## src/rtl/shift_pkg.sv

```systemverilog
// shift_pkg: shared encodings and constants for the iterative shifter
package shift_pkg;

   typedef enum logic [1:0] {
      MODE_LSL = 2'b00,
      MODE_LSR = 2'b01,
      MODE_ASR = 2'b10,
      MODE_ROR = 2'b11
   } mode_e;

   typedef enum logic [1:0] {
      ST_IDLE  = 2'b00,
      ST_SHIFT = 2'b01,
      ST_DONE  = 2'b10
   } state_e;

   localparam int MAX_STEP = 3;

endpackage

```

## src/rtl/shift_step.sv

```systemverilog
// shift_step: combinational 0-3 bit shift/rotate stage, one 4:1 mux per bit
module shift_step
   import shift_pkg::*;
#(
   parameter int WIDTH = 33
) (
   input  logic [WIDTH-1:0] data,
   input  mode_e            mode,
   input  logic [1:0]       step,
   output logic [WIDTH-1:0] q
);

   // Bits entering from above the MSB: sign copies for ASR, zeros for LSR.
   logic fill;
   assign fill = (mode == MODE_ASR) & data[WIDTH-1];

   for (genvar i = 0; i < WIDTH; i++) begin : g_bit
      logic [3:0] cand;
      for (genvar s = 0; s < 4; s++) begin : g_s
         logic lsl_b, rgt_b, ror_b;
         if (i >= s) begin : g_lsl
            assign lsl_b = data[i-s];
         end else begin : g_lsl_fill
            assign lsl_b = 1'b0;
         end
         if (i + s < WIDTH) begin : g_rgt
            assign rgt_b = data[i+s];
         end else begin : g_rgt_fill
            assign rgt_b = fill;
         end
         assign ror_b   = data[(i+s)%WIDTH];
         assign cand[s] = (mode == MODE_LSL) ? lsl_b : (mode == MODE_ROR) ? ror_b : rgt_b;
      end
      assign q[i] = cand[step];
   end

endmodule

```

## src/rtl/iter_shifter.sv

```systemverilog
// iter_shifter: multi-cycle shifter retiring up to three bit positions per cycle
module iter_shifter
   import shift_pkg::*;
#(
   parameter int WIDTH   = 33,
   parameter int SHAMT_W = 6
) (
   input  logic               clk,
   input  logic               reset_n,
   input  logic               op_start,
   input  logic               op_clear,
   input  logic [1:0]         mode,
   input  logic [SHAMT_W-1:0] shamt,
   input  logic [WIDTH-1:0]   d_in,
   output logic [WIDTH-1:0]   d_out,
   output logic               busy,
   output logic               done
);

   state_e             state, state_n;
   mode_e              mode_q, mode_n;
   logic [SHAMT_W-1:0] rem, rem_n;
   logic [WIDTH-1:0]   res_n, stepped;
   logic [1:0]         step;

   assign step = (rem >= SHAMT_W'(MAX_STEP)) ? 2'(MAX_STEP) : rem[1:0];

   shift_step #(.WIDTH(WIDTH)) u_step (
      .data (d_out),
      .mode (mode_q),
      .step (step),
      .q    (stepped)
   );

   // Next-state: clear beats start, start only outside SHIFT, else iterate.
   always_comb begin
      state_n = state;
      rem_n   = rem;
      res_n   = d_out;
      mode_n  = mode_q;
      if (op_clear) begin
         state_n = ST_IDLE;
         rem_n   = '0;
         res_n   = '0;
      end else if (op_start && state != ST_SHIFT) begin
         res_n   = d_in;
         rem_n   = shamt;
         mode_n  = mode_e'(mode);
         state_n = (shamt != '0) ? ST_SHIFT : ST_DONE;
      end else if (state == ST_SHIFT) begin
         res_n   = stepped;
         rem_n   = rem - SHAMT_W'(step);
         state_n = (rem_n == '0) ? ST_DONE : ST_SHIFT;
      end
   end

   // State, operand registers and registered status flags.
   always_ff @(posedge clk or negedge reset_n) begin
      if (!reset_n) begin
         state  <= ST_IDLE;
         rem    <= '0;
         mode_q <= MODE_LSL;
         d_out  <= '0;
         busy   <= 1'b0;
         done   <= 1'b0;
      end else begin
         state  <= state_n;
         rem    <= rem_n;
         mode_q <= mode_n;
         d_out  <= res_n;
         busy   <= (state_n == ST_SHIFT);
         done   <= (state_n == ST_DONE);
      end
   end

endmodule

```

## config.mk

```make
export PLATFORM = sky130hd
export DESIGN_NAME = iter_shifter
export DESIGN_NICKNAME = d
export VERILOG_FILES = /design/src/rtl/shift_pkg.sv /design/src/rtl/shift_step.sv /design/src/rtl/iter_shifter.sv
export SDC_FILE = /design/constraint.sdc
export NUM_CORES = 1
export LEC_CHECK = 0
export BUFFER_PORTS_ARGS = -buffer_cell sky130_fd_sc_hd__buf_4
export CORE_UTILIZATION = 50
export CTS_BUF_LIST = sky130_fd_sc_hd__clkbuf_8
export CTS_CLUSTER_SIZE = 30
export DETAILED_ROUTE_END_ITERATION = 7
export PLACE_DENSITY = 0.75
export SYNTH_ARGS = -nofsm -noshare
export SYNTH_HDL_FRONTEND = slang
export SYNTH_SLANG_ARGS = --single-unit
```

## constraint.sdc

```tcl
create_clock -name clk -period 7.2 [get_ports clk]
set_input_delay 0.72 -clock clk [delete_from_list [all_inputs] [get_ports clk]]
set_output_delay 0.72 -clock clk [all_outputs]
set_load 0.03 [all_outputs]
```

==> run summary <==
status -> completed
FF+latch count, synth -> 45
Leakage -> 0.00179 uW
H-tree Lvls -> 2
Bufs and invs on worst path -> 0
period utilization -> 43.1%
sw frac -> 42.3%
Clock power frac -> 16.4%
Root Driver -> clkbuf_8
Net Switching -> 520 uW
yosys warns -> 0
Tightest Pin Transition -> 1.16 ns
Gates resized, CTS repair -> 0
global-route wire length before repair -> 15.4 mm
critical path's top delay family -> simple AND/OR/NAND/NOR gates
Crit. End Element -> register
Logic pwr share -> 49.9%
router iterations before antenna repair -> 8
Starting DRT DRC Count -> 449
die width -> 85.9 um
count leader, synth -> dfrtp_1
Max VDD drop -> 0.144 mV
Post-synth top flop -> dfrtp_1
FF-to-FF setup slack -> 4.10 ns
endpoints failing setup -> 0
core area -> 6790 um^2
GRT Overall Usage -> 26.4%
Worst-path clk slew -> 0.10 ns
area leader, netlist -> dfrtp_1
synth cell count leaders -> 45 x dfrtp_1, 41 x nor2_1, 40 x a21oi_1
# hold bufs at CTS -> 0
Cells after DPL -> 502
port buffer count -> 79
Setup Crit Path Kind -> register to register
worst reg2reg path depth -> 5
Ports -> 80
Min Hold Slack -> 0.419 ns
Routed Antenna Nets -> 0
slowest stage delay, CP -> 0.97 ns
synthesized area -> 3520 um^2
pin count of the biggest net entering global routing -> 62
Max Cap Viol -> 0
internal power -> 709 uW
Clock Skew -> 0.0137 ns
Area contributors post-synth -> dfrtp_1 32%, mux4_2 17%, mux2_2 9.6%
antenna violations before repair -> 0
RR Startpoint -> rem[4]
post-CTS setup repair buffer count -> 0
Num CTS Buffers -> 5
Sink Count -> 45
P&R area growth vs syn -> 20.3%
initial core utilization -> 51.8%
slew margin rel. -> 22.6%
CP Max Fanout -> 26
share of the synthesized area in the top cell type -> 32.0%
Seq/Total Area, Yosys -> 32.0%
Critical Path RT -> 7.43 ns
vias in the first global route -> 3054
sequential share of power -> 33.7%
Via Count -> 3352
clock tree buffer depth -> 2
CTS tree -> built
Die Height -> 85.9 um
critical-path cell list -> or4_1 > or2_0 > nor3_4 > a222oi_1 > a21oi_1
RR Endpoint -> d_out[6]
Syn Nets -> 401
WL/cell -> 18.4 um
CP max-delay cell -> nor3_4
NumNets Final -> 459
vias per inst -> 6.57
Hold WC Path Type -> input port to async pin
DIE AREA -> 7380 um^2
power density cells -> 290 nW/um^2
Post-synth ARST share -> 100%
diode count -> 0
Final Critical Period -> 3.10 ns
global route overflow -> 0
Synth Area per Inst -> 9.91 um^2
DRC violations left -> 0
EDFF count, synth -> 0
Core Rows -> 30
fmax -> 322 MHz
Skew-Pair Late Insertion Delay -> 0.31 ns
final hold viol count -> 0
Mapped Cells -> 355
sum of negative setup slack -> 0 ns
CP Launch Type -> register
Netlist cell types -> 47
fraction of layout instances using a drive strength above 1 -> 37.7%
final cell count without fillers -> 510
Design Power -> 1230 uW
Critical Path AT -> 3.33 ns
final wirelength -> 9.40 mm
Slew Limit Fails -> 0
Final GP Congestion -> 0.959
dpl hpwl -> 6.04 mm
RSZ-0062 raised after global routing -> false
-- final cells by class --
| class | instances | area [um^2] |
|---|---|---|
| flip-flops and latches | 45 | 1130 |
| fillers | 560 | 2560 |
| well taps | 96 | 120 |
| clock inverters | 3 | 46.3 |
| multi-input cells | 277 | 2250 |
| clock buffers | 5 | 68.8 |
| repair buffers | 83 | 623 |
| inverters | 1 | 3.75 |
-- worst register-to-register path, delay by kind of cell (launching register included) --
family             cells  cell delay (ns)
and+or+nand+nor        3             2.14
DFF                    1             0.45
AOI/OAI and AO/OA      2             0.45
-- how the worst max path moves through the flow --
stage,from,to,cells after the start
finish,rem[4],d_out[6],5
global route,rem[4],d_out[6],5
CTS,rem[4],d_out[3],5
detailed placement,rem[4],d_out[3],5
global placement,rem[4],d_out[3],5
floorplan,rem[4],d_out[10],7
-- registers in the layout (all words and copies together) (netlist names) --
signal  flops
mode_q      2
d_out      33
state       2
busy        1
done        1
rem         6
-- cells by family (layout without fill, tap and decap cells) --
kind of cell,count (synthesis),count (layout),synth area share [%]
multiplexers,60,60,27.4
AO/OA/AOI/OAI,107,107,21.1
adder cells (fa/ha/maj),1,1,0.355
XOR/XNOR,1,1,0.249
flip-flops,45,45,32.0
AND/OR/NAND/NOR,108,108,14.1
buffers and inverters,33,92,4.76
-- cells in the final DEF (no fill, tap or decap), types with 3 or more instances in the layout --
cell	Yosys	final
a222oi_1	25	25
nor2_1	41	39
a31oi_1	4	4
nor3_1	6	6
a21oi_1	40	40
nand2b_1	7	7
mux4_2	26	26
nand3_1	11	11
mux2_2	30	30
nor2b_1	3	3
clkbuf_8	0	5
mux2i_1	4	4
nand2_1	29	29
dfrtp_1	45	45
a211oi_1	6	6
buf_4	2	83
o21ai_0	12	12
-- layer usage --
| layer | up-vias | track usage [%] | part of all wire (%) |
|---|---|---|---|
| met3 | 6 | 4.23 | 6.7 |
| li1 | 1509 | - | - |
| met1 | 1678 | 39.1 | 44 |
| met5 | - | 0 | 0 |
| met2 | 159 | 40.8 | 48 |
| met4 | 0 | 6.36 | 0.73 |
-- power groups by stage --
stage	registers [uW]	clock network, uW	logic [uW]
global placement	413	0	602
finish	414	201	614
global route	424	215	663
detailed placement	415	0	611
floorplan	459	0	395
CTS	410	204	614
-- stage by stage --
| stage | cell area (um^2) | util, % | setup WS (ns) |
|---|---|---|---|
| 3_5_place_dp | 4120 | 60.6 | 4.17 |
| 4_1_cts | 4240 | 62.3 | 4.16 |
| 5_1_grt | 4240 | 62.3 | 3.93 |
| 2_1_floorplan | 3520 | - | 4.70 |
| 3_3_place_gp | 4120 | 60.6 | 4.29 |
| 6_report | 4240 | 62.3 | 4.10 |
Power figures use the tool's default switching activity.
